<file path="config.mk">
export PLATFORM = sky130hd
export DESIGN_NAME = point_read_arbiter_flat
export DESIGN_NICKNAME = d
export VERILOG_FILES = /design/src/rtl/point_read_arbiter_if.sv /design/src/rtl/point_read_arbiter.sv /design/src/flat_wrapper.sv
export SDC_FILE = /design/constraint.sdc
export NUM_CORES = 1
export LEC_CHECK = 0
export ABC_AREA = 1
export CAP_MARGIN = 15
export CORE_ASPECT_RATIO = 1.4
export CORE_MARGIN = 2
export CORE_UTILIZATION = 55
export CTS_CLUSTER_SIZE = 25
export DETAILED_ROUTE_END_ITERATION = 6
export DONT_BUFFER_PORTS = 1
export PLACE_DENSITY = 0.7
export SYNTH_ARGS = -nofsm -noshare
export SYNTH_HDL_FRONTEND = slang
export SYNTH_SLANG_ARGS = --single-unit
</file>
<file path="constraint.sdc">
create_clock -name i_clk -period 2 [get_ports i_clk]
set_input_delay 0.3 -clock i_clk [delete_from_list [all_inputs] [get_ports i_clk]]
set_output_delay 0.3 -clock i_clk [all_outputs]
set_load 0.03 [all_outputs]
</file>
<file path="src/rtl/point_read_arbiter_if.sv">
// rtl/point_read_arbiter_if.sv - requester, response and external point-source signals of the point read arbiter
interface point_read_arbiter_if #(
    parameter int NUM_REQ = 2,
    parameter int ID_W    = 19
);
    logic [NUM_REQ-1:0]      i_req_valid;
    logic [NUM_REQ*ID_W-1:0] i_req_id;
    logic [NUM_REQ-1:0]      o_rsp_valid;
    logic [NUM_REQ-1:0]      i_rsp_ready;
    logic                    o_rsp_err;
    logic [15:0]             o_rsp_h;
    logic [15:0]             o_rsp_v;
    logic [15:0]             o_rsp_r;
    logic                    EXT_readReady;
    logic                    EXT_readValid;
    logic [ID_W-1:0]         EXT_readID;
    logic [15:0]             EXT_pointAngleH;
    logic [15:0]             EXT_pointAngleV;
    logic [15:0]             EXT_pointRadius;
    logic                    o_busy;
    logic                    o_timeout;
    logic [15:0]             o_xfer_count;

    // Arbiter side.
    modport master (
        input  i_req_valid, i_req_id, i_rsp_ready,
        input  EXT_readValid, EXT_pointAngleH, EXT_pointAngleV, EXT_pointRadius,
        output o_rsp_valid, o_rsp_err, o_rsp_h, o_rsp_v, o_rsp_r,
        output EXT_readReady, EXT_readID, o_busy, o_timeout, o_xfer_count
    );

    // Requesters plus point source.
    modport slave (
        output i_req_valid, i_req_id, i_rsp_ready,
        output EXT_readValid, EXT_pointAngleH, EXT_pointAngleV, EXT_pointRadius,
        input  o_rsp_valid, o_rsp_err, o_rsp_h, o_rsp_v, o_rsp_r,
        input  EXT_readReady, EXT_readID, o_busy, o_timeout, o_xfer_count
    );
endinterface

</file>
<file path="src/rtl/point_read_arbiter.sv">
// rtl/point_read_arbiter.sv - round-robin sharing of one external point read port between NUM_REQ readers
module point_read_arbiter #(
    parameter int NUM_REQ = 2,
    parameter int ID_W    = 19,
    parameter int TIMEOUT = 1023
) (
    input  logic                 i_clk,
    input  logic                 i_rst,
    point_read_arbiter_if.master bus
);
    localparam int IDX_W = $clog2(NUM_REQ);

    typedef enum logic [1:0] {IDLE, ISSUE, RESP} state_t;

    state_t             state_q, state_d;
    logic [IDX_W-1:0]   grant_q, grant_d;
    logic [IDX_W-1:0]   last_q, last_d;
    logic [9:0]         wd_q, wd_d;
    logic [ID_W-1:0]    id_q, id_d;
    logic               ready_q, ready_d;
    logic [NUM_REQ-1:0] rsp_valid_q, rsp_valid_d;
    logic               rsp_err_q, rsp_err_d;
    logic [15:0]        rsp_h_q, rsp_h_d;
    logic [15:0]        rsp_v_q, rsp_v_d;
    logic [15:0]        rsp_r_q, rsp_r_d;
    logic               timeout_q, timeout_d;
    logic [15:0]        count_q, count_d;

    logic               found;
    logic [IDX_W-1:0]   gsel;
    logic [IDX_W-1:0]   cand;
    logic [NUM_REQ-1:0] grant_onehot;

    // Round-robin search starting just after the last lane served.
    always_comb begin
        found = 1'b0;
        gsel  = '0;
        cand  = '0;
        for (int i = 1; i <= NUM_REQ; i++) begin
            cand = IDX_W'((int'(last_q) + i) % NUM_REQ);
            if (!found && bus.i_req_valid[cand]) begin
                found = 1'b1;
                gsel  = cand;
            end
        end
    end

    assign grant_onehot = {{(NUM_REQ-1){1'b0}}, 1'b1} << grant_q;

    always_comb begin
        state_d     = state_q;
        grant_d     = grant_q;
        last_d      = last_q;
        wd_d        = wd_q;
        id_d        = id_q;
        ready_d     = ready_q;
        rsp_valid_d = rsp_valid_q;
        rsp_err_d   = rsp_err_q;
        rsp_h_d     = rsp_h_q;
        rsp_v_d     = rsp_v_q;
        rsp_r_d     = rsp_r_q;
        timeout_d   = 1'b0;
        count_d     = count_q;

        unique case (state_q)
            IDLE: begin
                if (found) begin
                    grant_d = gsel;
                    id_d    = bus.i_req_id[int'(gsel)*ID_W +: ID_W];
                    ready_d = 1'b1;
                    wd_d    = '0;
                    state_d = ISSUE;
                end
            end
            ISSUE: begin
                // A valid on the final watchdog cycle still completes normally.
                if (bus.EXT_readValid) begin
                    rsp_h_d     = bus.EXT_pointAngleH;
                    rsp_v_d     = bus.EXT_pointAngleV;
                    rsp_r_d     = bus.EXT_pointRadius;
                    ready_d     = 1'b0;
                    rsp_valid_d = grant_onehot;
                    rsp_err_d   = 1'b0;
                    count_d     = count_q + 16'd1;
                    state_d     = RESP;
                end else if (wd_q == 10'(TIMEOUT - 1)) begin
                    ready_d     = 1'b0;
                    timeout_d   = 1'b1;
                    rsp_valid_d = grant_onehot;
                    rsp_err_d   = 1'b1;
                    rsp_h_d     = '0;
                    rsp_v_d     = '0;
                    rsp_r_d     = '0;
                    state_d     = RESP;
                end else begin
                    wd_d = wd_q + 10'd1;
                end
            end
            RESP: begin
                if (bus.i_rsp_ready[grant_q]) begin
                    rsp_valid_d = '0;
                    rsp_err_d   = 1'b0;
                    last_d      = grant_q;
                    state_d     = IDLE;
                end
            end
            default: state_d = IDLE;
        endcase
    end

    always_ff @(posedge i_clk or negedge i_rst) begin
        if (!i_rst) begin
            state_q     <= IDLE;
            grant_q     <= '0;
            last_q      <= IDX_W'(NUM_REQ - 1);
            wd_q        <= '0;
            id_q        <= '0;
            ready_q     <= 1'b0;
            rsp_valid_q <= '0;
            rsp_err_q   <= 1'b0;
            rsp_h_q     <= '0;
            rsp_v_q     <= '0;
            rsp_r_q     <= '0;
            timeout_q   <= 1'b0;
            count_q     <= '0;
        end else begin
            state_q     <= state_d;
            grant_q     <= grant_d;
            last_q      <= last_d;
            wd_q        <= wd_d;
            id_q        <= id_d;
            ready_q     <= ready_d;
            rsp_valid_q <= rsp_valid_d;
            rsp_err_q   <= rsp_err_d;
            rsp_h_q     <= rsp_h_d;
            rsp_v_q     <= rsp_v_d;
            rsp_r_q     <= rsp_r_d;
            timeout_q   <= timeout_d;
            count_q     <= count_d;
        end
    end

    assign bus.o_rsp_valid   = rsp_valid_q;
    assign bus.o_rsp_err     = rsp_err_q;
    assign bus.o_rsp_h       = rsp_h_q;
    assign bus.o_rsp_v       = rsp_v_q;
    assign bus.o_rsp_r       = rsp_r_q;
    assign bus.EXT_readReady = ready_q;
    assign bus.EXT_readID    = id_q;
    assign bus.o_busy        = (state_q != IDLE);
    assign bus.o_timeout     = timeout_q;
    assign bus.o_xfer_count  = count_q;
endmodule

</file>
<file path="src/flat_wrapper.sv">
// flat-port wrapper written by rule: the top's interface ports become plain ports
module point_read_arbiter_flat 
#(
    parameter int NUM_REQ = 2,
    parameter int ID_W    = 19,
    parameter int TIMEOUT = 1023
)
  (i_clk, i_rst, bus_i_req_valid, bus_i_req_id, bus_i_rsp_ready, bus_EXT_readValid, bus_EXT_pointAngleH, bus_EXT_pointAngleV, bus_EXT_pointRadius, bus_o_rsp_valid, bus_o_rsp_err, bus_o_rsp_h, bus_o_rsp_v, bus_o_rsp_r, bus_EXT_readReady, bus_EXT_readID, bus_o_busy, bus_o_timeout, bus_o_xfer_count);
  point_read_arbiter_if #(.NUM_REQ(NUM_REQ), .ID_W(ID_W)) bus_i ();
  input  logic i_clk;
  input  logic i_rst;
  input wire logic [$bits(bus_i.i_req_valid)-1:0] bus_i_req_valid;
  input wire logic [$bits(bus_i.i_req_id)-1:0] bus_i_req_id;
  input wire logic [$bits(bus_i.i_rsp_ready)-1:0] bus_i_rsp_ready;
  input wire logic [$bits(bus_i.EXT_readValid)-1:0] bus_EXT_readValid;
  input wire logic [$bits(bus_i.EXT_pointAngleH)-1:0] bus_EXT_pointAngleH;
  input wire logic [$bits(bus_i.EXT_pointAngleV)-1:0] bus_EXT_pointAngleV;
  input wire logic [$bits(bus_i.EXT_pointRadius)-1:0] bus_EXT_pointRadius;
  output wire logic [$bits(bus_i.o_rsp_valid)-1:0] bus_o_rsp_valid;
  output wire logic [$bits(bus_i.o_rsp_err)-1:0] bus_o_rsp_err;
  output wire logic [$bits(bus_i.o_rsp_h)-1:0] bus_o_rsp_h;
  output wire logic [$bits(bus_i.o_rsp_v)-1:0] bus_o_rsp_v;
  output wire logic [$bits(bus_i.o_rsp_r)-1:0] bus_o_rsp_r;
  output wire logic [$bits(bus_i.EXT_readReady)-1:0] bus_EXT_readReady;
  output wire logic [$bits(bus_i.EXT_readID)-1:0] bus_EXT_readID;
  output wire logic [$bits(bus_i.o_busy)-1:0] bus_o_busy;
  output wire logic [$bits(bus_i.o_timeout)-1:0] bus_o_timeout;
  output wire logic [$bits(bus_i.o_xfer_count)-1:0] bus_o_xfer_count;
  assign bus_i.i_req_valid = bus_i_req_valid;
  assign bus_i.i_req_id = bus_i_req_id;
  assign bus_i.i_rsp_ready = bus_i_rsp_ready;
  assign bus_i.EXT_readValid = bus_EXT_readValid;
  assign bus_i.EXT_pointAngleH = bus_EXT_pointAngleH;
  assign bus_i.EXT_pointAngleV = bus_EXT_pointAngleV;
  assign bus_i.EXT_pointRadius = bus_EXT_pointRadius;
  assign bus_o_rsp_valid = bus_i.o_rsp_valid;
  assign bus_o_rsp_err = bus_i.o_rsp_err;
  assign bus_o_rsp_h = bus_i.o_rsp_h;
  assign bus_o_rsp_v = bus_i.o_rsp_v;
  assign bus_o_rsp_r = bus_i.o_rsp_r;
  assign bus_EXT_readReady = bus_i.EXT_readReady;
  assign bus_EXT_readID = bus_i.EXT_readID;
  assign bus_o_busy = bus_i.o_busy;
  assign bus_o_timeout = bus_i.o_timeout;
  assign bus_o_xfer_count = bus_i.o_xfer_count;
  point_read_arbiter #(.NUM_REQ(NUM_REQ), .ID_W(ID_W), .TIMEOUT(TIMEOUT)) u_core (.i_clk(i_clk), .i_rst(i_rst), .bus(bus_i));
endmodule
</file>
==> run summary, run 1 <==
The effective utilization at floorplan is between 50% and 60%. The portion of the post-synthesis area used by sequential elements came out at 56.3%. Max-cap violations in this run came to 0. The number of instances in the synthesized netlist came out at around 550.

The total clock buffers created by CTS came out at 9. The path depth of the worst reg2reg path is 10. The final max-slew violation count was 0. The die area came out at roughly 0.009 sq mm. TritonCTS built the clock tree.

Counting flops with an async set or reset pin after synthesis yields a share of between 90% and 100%. The count of yosys warnings during synthesis came out at 0. The iteration-0 DRC count of the detailed router is approximately 180. The post-CTS repair timing setup buffer count is 0. The length of the first detailed-routing pass in iterations came out at 4. The final hold slack is -0.350 ns.

In this run the clock root is driven by a sky130_fd_sc_hd__clkbuf_16. The via count of the first global-routing pass is between 3000 and 4000. The number of nets with antenna violations after routing is 0.

The mean routed wirelength per cell is 15.3 um. The post-synthesis to final-layout area growth came out at 9.29%. The overall die width came out at about 81 um. The number of enable flip-flop cells after synthesis is 0. The number of I/O pins is about 180. Setup total negative slack on the finished layout was measured at 0 ns.

The antenna cell count came out at 0. After the last flow step, the layout net total stands at approximately 640. Cells with a size suffix above 1 make up under 10% of the layout. The total global routing track utilization came out at about 22%. When the netlist entered floorplanning its net count stood at between 600 and 700. The worst clock skew is 0.00894 ns.

The adder-cell share of the synthesized area is less than 1%. In this run the deepest clock path goes through 2 buffers. The post-synthesis cell type count is 29. At the worst endpoint, the arrival time is between 1.5 and 2 ns. The startpoint kind of the worst setup timing path is a register. The path class of the tightest hold or removal check is input pin to async pin. On the critical path, the stage with the largest delay is an instance of sky130_fd_sc_hd__buf_4. The synthesized netlist devotes 28.4% of its cell area to simple gates. The maximum frequency from static timing analysis came out at ~590 MHz. Clock-pin slew was measured on the worst setup and hold paths at about 0.070 ns. The checks that failed: negative hold slack.

The first global-routing pass estimated 15700 um of wire. The signal on the critical path passes through inv_1 > ha_1 > inv_1 > nor2_1 > nand3_2 > nand2_1 > nand2_2 > buf_4 > nand2_1 > nand2_1. The slew of the pin with the lowest slew margin is 0.591 ns. The average via count per standard cell is ~5.4.

The global placer's final weighted congestion came out at about 0.85. The run finished, with violations left. The final number of setup-violating endpoints came out at 0. The reg2reg setup slack came out at about 0.30 ns. The largest net degree at the start of global routing came out at between 100 and 150. The number of gates resized after CTS was 0. The most frequent cell on the critical path is sky130_fd_sc_hd__nand2_1.

The portion of netlist area occupied by mux cells came out at 0%. For this run the aggregate overflow at the end of global routing stands at 0. Row generation in the floorplan step produced 39 rows. The worst setup margin came out at 0.302 ns. The flip-flop cell with the highest count after synthesis is sky130_fd_sc_hd__dfrtp_1. The worst setup path is captured at a register.

Setup repair after global routing left no endpoint under its margin. The largest single stage delay on the critical path is 0.43 ns. The mean post-synth cell area came out at ~8.3 sq um.

The post-synthesis register bit count is 102. The H-tree was split into 3 levels. The xor and xnor area share after synthesis came out at under 10%. The total power per unit cell area is 1760 mW/mm^2. The dominant combinational cell family by area after synthesis is simple AND/OR/NAND/NOR gates. The number of antenna violations at the first check in global routing is 0. Summed over its instances, the top area cell type makes up between 50% and 60% of the synthesized netlist area.

The worst register-to-register path ends at u_core.bus.o_rsp_r[2]$_DFFE_PN0P_. The total power came out at 8.71 mW. The summed instance area of the synthesized netlist is roughly 0.0045 sq mm. Sorting the synthesized cells by area gives the leading types as sky130_fd_sc_hd__dfrtp_1 56%, sky130_fd_sc_hd__nand2_1 20%, sky130_fd_sc_hd__nor2_1 2.8%, sky130_fd_sc_hd__nand3_1 2.6%, sky130_fd_sc_hd__inv_1 2.5%. The total wire length after detailed routing is 9910 um. For the worst setup path, the data required time is approximately 2.3 ns. The source-to-sink clock delay at the later pin of the worst-skew pair is around 0.35 ns.

The total half-perimeter wirelength after legalization and detailed placement is between 7000 and 8000 um. The worst-path maximum fanout is 53. The smallest clock period supported by the final layout is computed as approximately 1.7 ns. The final worst-path cycle share came out at between 80 and 90%. In this run the worst setup path begins at u_core.wd_q[0]$_DFFE_PN0P_.

The area of the core is 0.00810 sq mm. The synthesized netlist devotes 6.92% of its cell area to compound gates. The number of hold violations in the final report was between 100 and 150. The number of DRC violations after detailed routing came out at 0. The y dimension of the die is between 100 and 150 um.

In this run the tightest slew margin relative to its limit is 60.5%. In this run the critical register-to-register path is launched from u_core.wd_q[0]$_DFFE_PN0P_. The leakage power of the design came out at roughly 2.5 nW. The cell taking the most area after synthesis is sky130_fd_sc_hd__dfrtp_1. The count of vias placed by the detailed router came out at 3505.

The post-placement setup slack came out at ~0.32 ns. The worst setup path is of the register to register kind. The tree built by TritonCTS fans out to about 100 sinks. The maximum vdd ir drop came out at just under 1 mV. The final standard cell utilization of the core is between 60% and 70%. The number of buffers inserted by port buffering is 0.
through the flow:
stage / instances / area, sq um
after floorplan: 545 / 4540
after global placement: 633 / 4610
after detailed placement: 633 / 4610
after CTS: 649 / 4960
after global routing: 649 / 4960
final: 649 / 4960
synth_stat cells (2+ instances only):
cell type / count
sky130_fd_sc_hd__a21oi_1: 10
sky130_fd_sc_hd__a31oi_1: 10
sky130_fd_sc_hd__buf_2: 18
sky130_fd_sc_hd__clkbuf_1: 2
sky130_fd_sc_hd__dfrtp_1: 101
sky130_fd_sc_hd__ha_1: 3
sky130_fd_sc_hd__inv_1: 30
sky130_fd_sc_hd__inv_2: 5
sky130_fd_sc_hd__nand2_1: 237
sky130_fd_sc_hd__nand2_2: 5
sky130_fd_sc_hd__nand2_4: 2
sky130_fd_sc_hd__nand3_1: 24
sky130_fd_sc_hd__nand4_1: 2
sky130_fd_sc_hd__nor2_1: 34
sky130_fd_sc_hd__nor2_4: 2
sky130_fd_sc_hd__nor3_1: 3
sky130_fd_sc_hd__o21a_1: 2
sky130_fd_sc_hd__o21ai_0: 19
sky130_fd_sc_hd__o21ai_1: 15
sky130_fd_sc_hd__xnor2_1: 6
sky130_fd_sc_hd__xor2_1: 7
placed cells by master, fill, tap and decap left out, types with 2 or more instances in the layout:
master | synthesis | routed
sky130_fd_sc_hd__nor2_4 | 2 | 2
sky130_fd_sc_hd__nand3_1 | 24 | 24
sky130_fd_sc_hd__clkinv_4 | 0 | 2
sky130_fd_sc_hd__inv_2 | 5 | 5
sky130_fd_sc_hd__o21ai_0 | 19 | 19
sky130_fd_sc_hd__nand4_1 | 2 | 2
sky130_fd_sc_hd__nor3_1 | 3 | 3
sky130_fd_sc_hd__xnor2_1 | 6 | 6
sky130_fd_sc_hd__nand2_2 | 5 | 5
sky130_fd_sc_hd__a31oi_1 | 10 | 10
sky130_fd_sc_hd__nand2_1 | 237 | 237
sky130_fd_sc_hd__o21a_1 | 2 | 2
sky130_fd_sc_hd__clkbuf_16 | 0 | 9
sky130_fd_sc_hd__nand2_4 | 2 | 2
sky130_fd_sc_hd__inv_1 | 30 | 30
sky130_fd_sc_hd__bufinv_16 | 0 | 3
sky130_fd_sc_hd__ha_1 | 3 | 3
sky130_fd_sc_hd__xor2_1 | 7 | 7
sky130_fd_sc_hd__a21oi_1 | 10 | 10
sky130_fd_sc_hd__o21ai_1 | 15 | 15
sky130_fd_sc_hd__buf_4 | 0 | 6
sky130_fd_sc_hd__nor2_1 | 34 | 34
sky130_fd_sc_hd__dfrtp_1 | 101 | 101
layout make-up:
cell class	count	area (sq um)
fill	690	3140
sequential	102	2550
multi-input combinational	388	1760
clock buffer	9	225
inverter	35	131
tap	102	128
clock inverter	7	121
timing repair buffer	6	45.0
critical path: cells and delay by family (launching register included):
kind / cells / cell delay [ns]
buffers and inverters: 3 / 0.57
DFF: 1 / 0.37
adders and majority gates: 1 / 0.19
and+or+nand+nor: 6 / 0.47
metal layers:
layer | up-vias | wire length [um] | GRT usage [%]
met2 | 163 | 4910 | 39.7
met4 | 0 | 218 | 9.49
li1 | 1701 | - | -
met3 | 20 | 1000 | 7.70
met5 | - | 0 | 0
met1 | 1621 | 3780 | 23.8
cell families after synthesis:
| group | after synthesis |
|---|---|
| AND/OR/NAND/NOR | 314 |
| XOR/XNOR | 13 |
| buffers and inverters | 55 |
| adder cells (fa/ha/maj) | 3 |
| AO/OA/AOI/OAI | 58 |
| flip-flops | 102 |
worst max-delay path by stage:
| stage | end | slack [ns] |
|---|---|---|
| global route | u_core.state_q[1]$_DFFE_PN0P_ | 0.1 |
| finish | u_core.bus.o_rsp_r[2]$_DFFE_PN0P_ | 0.30 |
| floorplan | u_core.bus.o_xfer_count[8]$_DFFE_PN0P_ | 0.58 |
| detailed placement | u_core.state_q[1]$_DFFE_PN0P_ | 0.32 |
| global placement | u_core.state_q[1]$_DFFE_PN0P_ | 0.38 |
| CTS | u_core.state_q[1]$_DFFE_PN0P_ | 0.31 |
registers in the layout, indices dropped and copies added, names as in the netlist:
signal / flops
u_core.bus.o_xfer_count: 16
u_core.bus.o_rsp_err: 1
u_core.grant_q: 1
u_core.wd_q: 10
u_core.last_q: 1
u_core.bus.EXT_readID: 19
u_core.bus.EXT_readReady: 1
u_core.bus.o_rsp_v: 16
u_core.state_q: 2
u_core.bus.o_timeout: 1
u_core.bus.o_rsp_h: 16
u_core.bus.o_rsp_valid: 2
u_core.bus.o_rsp_r: 16
report_power, final:
group / switching, mW / internal (mW) / total, mW / leakage (nW)
sequential: 2.12 / 2.85 / 4.97 / 1.26
clock: 0.763 / 1.23 / 1.99 / 0.170
combinational: 1.16 / 0.590 / 1.75 / 1.07
total: 4.04 / 4.67 / 8.71 / 2.51
Power figures use the tool's default switching activity.
==> inputs of run 2 (changes only) <==
Settings changed: PLACE_DENSITY 0.7 to 0.73.
Clock period 2 ns to 1.49 ns, I/O delays scaled along.
==> run summary, run 2 (same netlist as run 1, synthesis figures left out) <==
The final hold slack came to -0.423 ns (-0.0728 ns). The total power per unit cell area was 2250 mW/mm^2 (+28%). The number of antenna violations at the first check in global routing came out at 0 (unchanged). The data required time at the worst endpoint was 1.71 ns (-0.57 ns).

The average via count per standard cell came out at 5.47 (+1.3%). The share of final-layout standard cells stronger than drive strength 1 is 20.8% (+13 points). The number of sinks on the clock net came to 102 (unchanged). The die area is 0.00900 sq mm (unchanged).

The worst slew margin relative to its limit is 73.5% (+13 points). The worst clock skew is 0.0103 ns (+0.00140 ns). The path depth of the worst reg2reg path is 10 (unchanged). CTS placed an instance of sky130_fd_sc_hd__clkbuf_16 at the clock tree root. The critical path arrival came out at 1.74 ns (-0.24 ns). The post-synthesis to final-layout area growth is 25.4%.

The length of the first detailed-routing pass in iterations came out at 4 (unchanged). The via count of the first global-routing pass was 3755 (+8.1%). The area of the core is 0.00810 sq mm (unchanged). The mean routed wirelength per cell is 16.2 um (+5.8%).

The number of hold violations in the final report was 102 (unchanged). The overflow left after global routing came out at 0 (unchanged). The worst setup margin came out at -0.0265 ns (-0.329 ns). The final worst-path cycle share came out at 102% (+17 points).

The number of nets with antenna violations after routing is 0 (unchanged). The final number of setup-violating endpoints is 12 (+12). The global placer's final weighted congestion is 0.835 (-1.9%). The delay of the slowest cell on the worst path is 0.39 ns (-0.04 ns). The critical path class is register to register. The overall die width was 80.8 um (unchanged). The slew of the pin with the lowest slew margin came to 0.398 ns (-0.193 ns). The y dimension of the die is 111 um (unchanged).

The maximum root-to-sink buffer count came to 2 (unchanged). The clock transition at the register clock pins on the worst setup and hold paths after CTS is 0.07 ns (about the same). The number of DRC violations after detailed routing came out at 0 (unchanged). The antenna cell count is 0 (unchanged). The post-CTS repair timing setup buffer count is 0 (unchanged).

The tightest min-delay check is of the input pin to async pin type. The leakage power of the design is 2.79 nW (+11%). The slowest stage of the critical path belongs to the cell sky130_fd_sc_hd__dfrtp_1. The source-to-sink clock delay at the later pin of the worst-skew pair is 0.34 ns (about the same). The maximum vdd ir drop is 1.29 mV (+34%). The worst setup path is launched from a register. The run finished, with violations left. The area of placed instances came out at 0.00477 sq mm (+3.5%). The wire length of the first global-routing pass came out at 16200 um (+3.2%).

The library cell used most frequently in the layout, excluding fill and tap cells, is sky130_fd_sc_hd__nand2_1. The count of vias placed by the detailed router is 3792 (+8.2%). The reported max-cap violation count is 0 (unchanged). The flip-flop count of the largest register, all copies and words added came out at 19 (unchanged). The net count reported at finish was 682 (+6.9%). The total global routing track utilization came out at 22.8% (+0.31 points). The total clock buffers created by CTS came out at 9 (unchanged).

The number of I/O pins is 182 (unchanged). The H-tree level count came out at 3 (unchanged). The final standard cell area without fillers is 0.00569 sq mm (+15%).

The maximum frequency from static timing analysis came out at 659 MHz (+12%). The largest net degree at the start of global routing was 103 (unchanged). Hold repair after CTS inserted 21 buffers. The standard-cell row count came out at 39 (unchanged). Walking the worst path, the cells encountered are inv_2 > ha_4 > inv_2 > nor2_2 > nand3_2 > nand2_4 > nand2_8 > clkbuf_16 > nand2_4 > nand2_2. The worst-path maximum fanout is 7 (-87%). The total wire length after detailed routing is 11200 um (+13%). The final critical path time including I/O delays and setup came out at 1.52 ns (-0.181 ns). The critical path capture point type is a register. In the layout the commonest cells are 186 x sky130_fd_sc_hd__nand2_1, 100 x sky130_fd_sc_hd__dfrtp_1, 35 x sky130_fd_sc_hd__nand2_2, 32 x sky130_fd_sc_hd__nor2_1, 28 x sky130_fd_sc_hd__inv_1. The effective utilization at floorplan is 56.0% (unchanged). The reg2reg setup slack is -0.03 ns (-0.33 ns).

The iteration-0 DRC count of the detailed router came out at 130 (-27%). Setup repair after global routing could not meet its margin everywhere. The total half-perimeter wirelength after legalization and detailed placement is 6980 um (-1.4%). The TritonCTS clock tree is done. The final max-slew violation count was 0 (unchanged). The final reports fail on negative hold slack, negative setup slack. The number of buffers inserted by port buffering came out at 0 (unchanged).
run 2: final cells by class:
type | instances | area (sq um)
Clock buffer | 9 | 225
Clock inverter | 7 | 104
Fill cell | 599 | 2410
Inverter | 35 | 139
Multi-Input combinational cell | 388 | 2020
Sequential cell | 102 | 2550
Tap cell | 102 | 128
Timing Repair Buffer | 50 | 517
run 2: power breakdown:
group | switching [mW] | internal, mW
clock network | 1.04 | 1.50
registers | 2.86 | 3.83
logic | 2.13 | 1.43
run 2: routing by layer:
| layer | track usage (%) | routed length (um) | share of wire, % |
|---|---|---|---|
| met2 | 39.7 | 5810 | 52 |
| met5 | 0 | 0 | 0 |
| met3 | 5.35 | 939 | 8.4 |
| met1 | 25.0 | 4090 | 37 |
| met4 | 12.4 | 365 | 3.3 |
run 2: worst paths after layout:
check | startpoint | end
setup reg to reg | u_core.wd_q[0]$_DFFE_PN0P_ | u_core.bus.o_rsp_v[14]$_DFFE_PN0P_
hold reg to reg | u_core.last_q$_DFFE_PN1P_ | u_core.last_q$_DFFE_PN1P_
min in group i_clk | bus_EXT_pointRadius[7] | u_core.bus.o_rsp_r[7]$_DFFE_PN0P_
setup / recovery | u_core.wd_q[0]$_DFFE_PN0P_ | u_core.bus.o_rsp_v[14]$_DFFE_PN0P_
max in group asynchronous | i_rst | u_core.last_q$_DFFE_PN1P_
hold / removal | i_rst | u_core.bus.o_rsp_h[10]$_DFFE_PN0P_
run 2: through the flow:
step	power, mW	util (%)	setup WS, ns	TNS (ns)	cells
2_1_floorplan	8.40	-	0.0700	0	545
3_3_place_gp	9.12	58.9	0.0548	0	651
3_5_place_dp	9.28	58.9	0.0235	0	651
4_1_cts	11.9	65.6	0.00380	0	688
5_1_grt	13.5	70.2	-0.0909	-2.02	693
6_report	12.8	70.2	-0.0265	-0.140	693
run 2: worst max-delay path, delay by kind of cell, from the launching register on:
family                     cells  cell delay (ns)
and+or+nand+nor                6             0.57
buffers and inverters          3             0.31
adders and majority gates      1             0.12
DFF                            1             0.39
run 2: repair_timing:
item	4_1_cts	5_1_grt
endpoints found under the setup margin	0	83
resized for setup	0	90
endpoints found under the hold margin	123	102
==> inputs of run 3 (changes only) <==
--- a/constraint.sdc
+++ b/constraint.sdc
@@ -3,2 +3,2 @@
 set_output_delay 0.2235 -clock i_clk [all_outputs]
-set_load 0.03 [all_outputs]
+set_load 0.01 [all_outputs]
==> run summary, run 3 (same netlist as run 1, synthesis figures left out) <==
The flow ran to the end, but the final reports show violations. The checks that failed: negative hold slack. The total power is 10.6 mW (-17%). The average via count per standard cell came out at 5.28 (-3.5%). The final max-slew violation count is 0 (unchanged). The antenna cell count is 0 (unchanged). The leakage power of the design came out at 2.74 nW (-1.8%). After global routing, the most crowded layer is met2. The total clock buffers created by CTS came out at 9 (unchanged). The number of hold violations in the final report came to 102 (unchanged). The length of the first detailed-routing pass in iterations is 5 (+1). The switching power total came out at 4.14 mW (-31%).

The total global routing track utilization is 23.3% (+0.54 points). The setup path with the least slack is of type register to register. The share of total power in sequential cells is 48.5% (-3.8 points).

The internal power consumption is 6.43 mW (-4.8%). The clock power share came out at 22.2% (+2.3 points). The final critical path time including I/O delays and setup is 1.46 ns (-0.0569 ns). The H-tree level count came out at 3 (unchanged). The final worst-path cycle share was 98.0% (-3.8 points). The data required time at the worst endpoint was 1.72 ns (about the same). The total power per unit cell area is 1910 mW/mm^2 (-15%). The number of I/O pins came to 182 (unchanged). The slew of the pin with the lowest slew margin was 0.376 ns (-0.0219 ns). The met2 layer usage reported by global route is 41.6% (+1.9 points). The y dimension of the die came out at 111 um (unchanged). The die area came out at 0.00900 sq mm (unchanged). The worst setup path is launched from a register.

The maximum root-to-sink buffer count came out at 2 (unchanged). The area of the core is 0.00810 sq mm (unchanged). The standard-cell row count came out at 39 (unchanged).

The number of sinks on the clock net came out at 102 (unchanged). The via count of the first global-routing pass is 3666 (-2.4%). Setup repair after global routing could not meet its margin everywhere.

The global placer's final weighted congestion came to 0.808 (-3.2%). The overall die width came out at 80.8 um (unchanged). The wire length of the first global-routing pass is 16400 um (+1.1%). The total wire length after detailed routing is 10500 um (-6.5%). The worst slew margin relative to its limit came out at 74.8% (+1.4 points). The largest net degree at the start of global routing was 103 (unchanged). The clock transition at the register clock pins on the worst setup and hold paths after CTS came out at 0.07 ns (about the same). The number of nets with antenna violations after routing was 0 (unchanged). The count of vias placed by the detailed router came out at 3677 (-3.0%). The root buffer cell chosen for the clock tree is sky130_fd_sc_hd__clkbuf_16. The final number of setup-violating endpoints is 0 (-12).

The global-route met3 utilization was 6.65% (+1.3 points). The worst-path maximum fanout came out at 23 (+16). The critical path capture point type is a register. The total negative slack is 0 ns (+0.140 ns). The met1 global-route usage came out at 25.6% (+0.66 points). Compared with the post-synthesis result, the final layout area differs by 22.1%. The mean routed wirelength per cell is 15.1 um (-6.9%). The share of total power consumed by net switching is 39.2% (-8.0 points). The number of DRC violations after detailed routing was 0 (unchanged). The maximum vdd ir drop is 1.54 mV (+20%). The iteration-0 DRC count of the detailed router came out at 168 (+29%).

The effective utilization at floorplan came to 56.0% (unchanged). The flip-flop count of the largest register, all copies and words added came out at 19 (unchanged). The maximum frequency from static timing analysis is 685 MHz (+3.9%).

The share of final-layout standard cells stronger than drive strength 1 came out at 12.5% (-8.4 points). The reported max-cap violation count is 0 (unchanged). Leaving out fill and tap cells, the most frequent cell in the layout is sky130_fd_sc_hd__nand2_1. The overflow left after global routing came to 0 (unchanged). The combinational group share of total power is 29.4% (+1.6 points).

The final hold slack is -0.427 ns (-0.00405 ns). TritonCTS built the clock tree. The worst hold path belongs to the class input pin to async pin.

The post-cts hold buffer count was 32 (+52%). The worst clock skew came to 0.00758 ns (-0.00276 ns). The number of antenna violations at the first check in global routing came out at 0 (unchanged). The net count reported at finish is 685 (+0.44%).

The total half-perimeter wirelength after legalization and detailed placement came out at 6950 um (-0.50%). The number of buffers inserted by port buffering is 0 (unchanged). The critical path arrival is 1.69 ns (-0.05 ns).

The top cell types in the final layout, fill and taps aside, are 229 x sky130_fd_sc_hd__nand2_1, 101 x sky130_fd_sc_hd__dfrtp_1, 32 x sky130_fd_sc_hd__dlygate4sd3_1, 31 x sky130_fd_sc_hd__nor2_1, 28 x sky130_fd_sc_hd__inv_1. The source-to-sink clock delay at the later pin of the worst-skew pair is 0.34 ns (about the same).
-- run 3: cell types whose count changed in the layout (fill, tap and decap cells not counted), moves of 8 or more --
cell | before | now
sky130_fd_sc_hd__nand2_1 | 186 | 229
sky130_fd_sc_hd__nand2_2 | 35 | 8
sky130_fd_sc_hd__nand2_4 | 22 | 6
sky130_fd_sc_hd__dlygate4sd3_1 | 21 | 32
sky130_fd_sc_hd__buf_4 | 21 | 13
-- run 3: stage by stage --
stage | area (sq um) | util [%] | instances | setup slack (ns)
after global routing | 5540 | 68.4 | 696 | -0.0394
after detailed placement | 4700 | 58.0 | 641 | 0.00356
after CTS | 5380 | 66.5 | 692 | 0.0168
final | 5540 | 68.4 | 696 | 0.0304
after global placement | 4700 | 58.0 | 641 | 0.0300
after floorplan | 4540 | - | 545 | 0.125
-- run 3: worst paths after layout --
kind,to,depth (start not counted),start,slack (ns)
min in group i_clk,u_core.bus.o_rsp_v[8]$_DFFE_PN0P_,2,bus_EXT_pointAngleV[8],0.01
hold / removal,u_core.bus.o_rsp_h[10]$_DFFE_PN0P_,0,i_rst,-0.43
setup reg to reg,u_core.bus.o_rsp_h[0]$_DFFE_PN0P_,10,u_core.wd_q[0]$_DFFE_PN0P_,0.03
setup / recovery,u_core.bus.o_rsp_h[0]$_DFFE_PN0P_,10,u_core.wd_q[0]$_DFFE_PN0P_,0.03
max in group asynchronous,u_core.last_q$_DFFE_PN1P_,0,i_rst,1.72
hold reg to reg,u_core.last_q$_DFFE_PN1P_,2,u_core.last_q$_DFFE_PN1P_,0.49
-- run 3: final cells by class --
cell class	instances	area (sq um)
Inverter	35	136
Timing Repair Buffer	52	544
Multi-Input combinational cell	389	1870
Tap cell	102	128
Sequential cell	102	2550
Clock buffer	9	225
Clock inverter	7	81.3
Fill cell	637	2560
-- run 3: worst max-delay path, stage by stage (launching register included) --
cell,delay (ns)
sky130_fd_sc_hd__dfrtp_1,0.40
sky130_fd_sc_hd__inv_2,0.09
sky130_fd_sc_hd__ha_4,0.13
sky130_fd_sc_hd__inv_2,0.04
sky130_fd_sc_hd__nor2_2,0.09
sky130_fd_sc_hd__nand3_2,0.09
sky130_fd_sc_hd__nand2_2,0.10
sky130_fd_sc_hd__nand2_4,0.10
sky130_fd_sc_hd__buf_12,0.18
sky130_fd_sc_hd__nand2_1,0.06
sky130_fd_sc_hd__nand2_1,0.06
-- run 3: routing by layer --
metal	part of all wire, %	vias to the layer above
met5	0	-
met4	2.2	0
met3	8.8	21
met2	51	165
met1	38	1688
li1	-	1803
-- run 3: timing repair --
action                                 in CTS  in global routing
setup endpoints to repair                   5                 66
cloned                                      1                  2
gates resized for setup                     6                 34
pin swaps                                   3                  2
buffers inserted                            2                  2
endpoints found under the hold margin     134                102
-- run 3: power groups by stage --
| stage | logic (mW) | registers [mW] | clock network (mW) |
|---|---|---|---|
| 6_report | 3.10 | 5.12 | 2.34 |
| 5_1_grt | 3.54 | 5.28 | 2.55 |
| 4_1_cts | 2.79 | 5.10 | 2.41 |
| 3_5_place_dp | 2.63 | 5.13 | 0 |
| 3_3_place_gp | 2.47 | 5.13 | 0 |
| 2_1_floorplan | 1.93 | 4.96 | 0 |
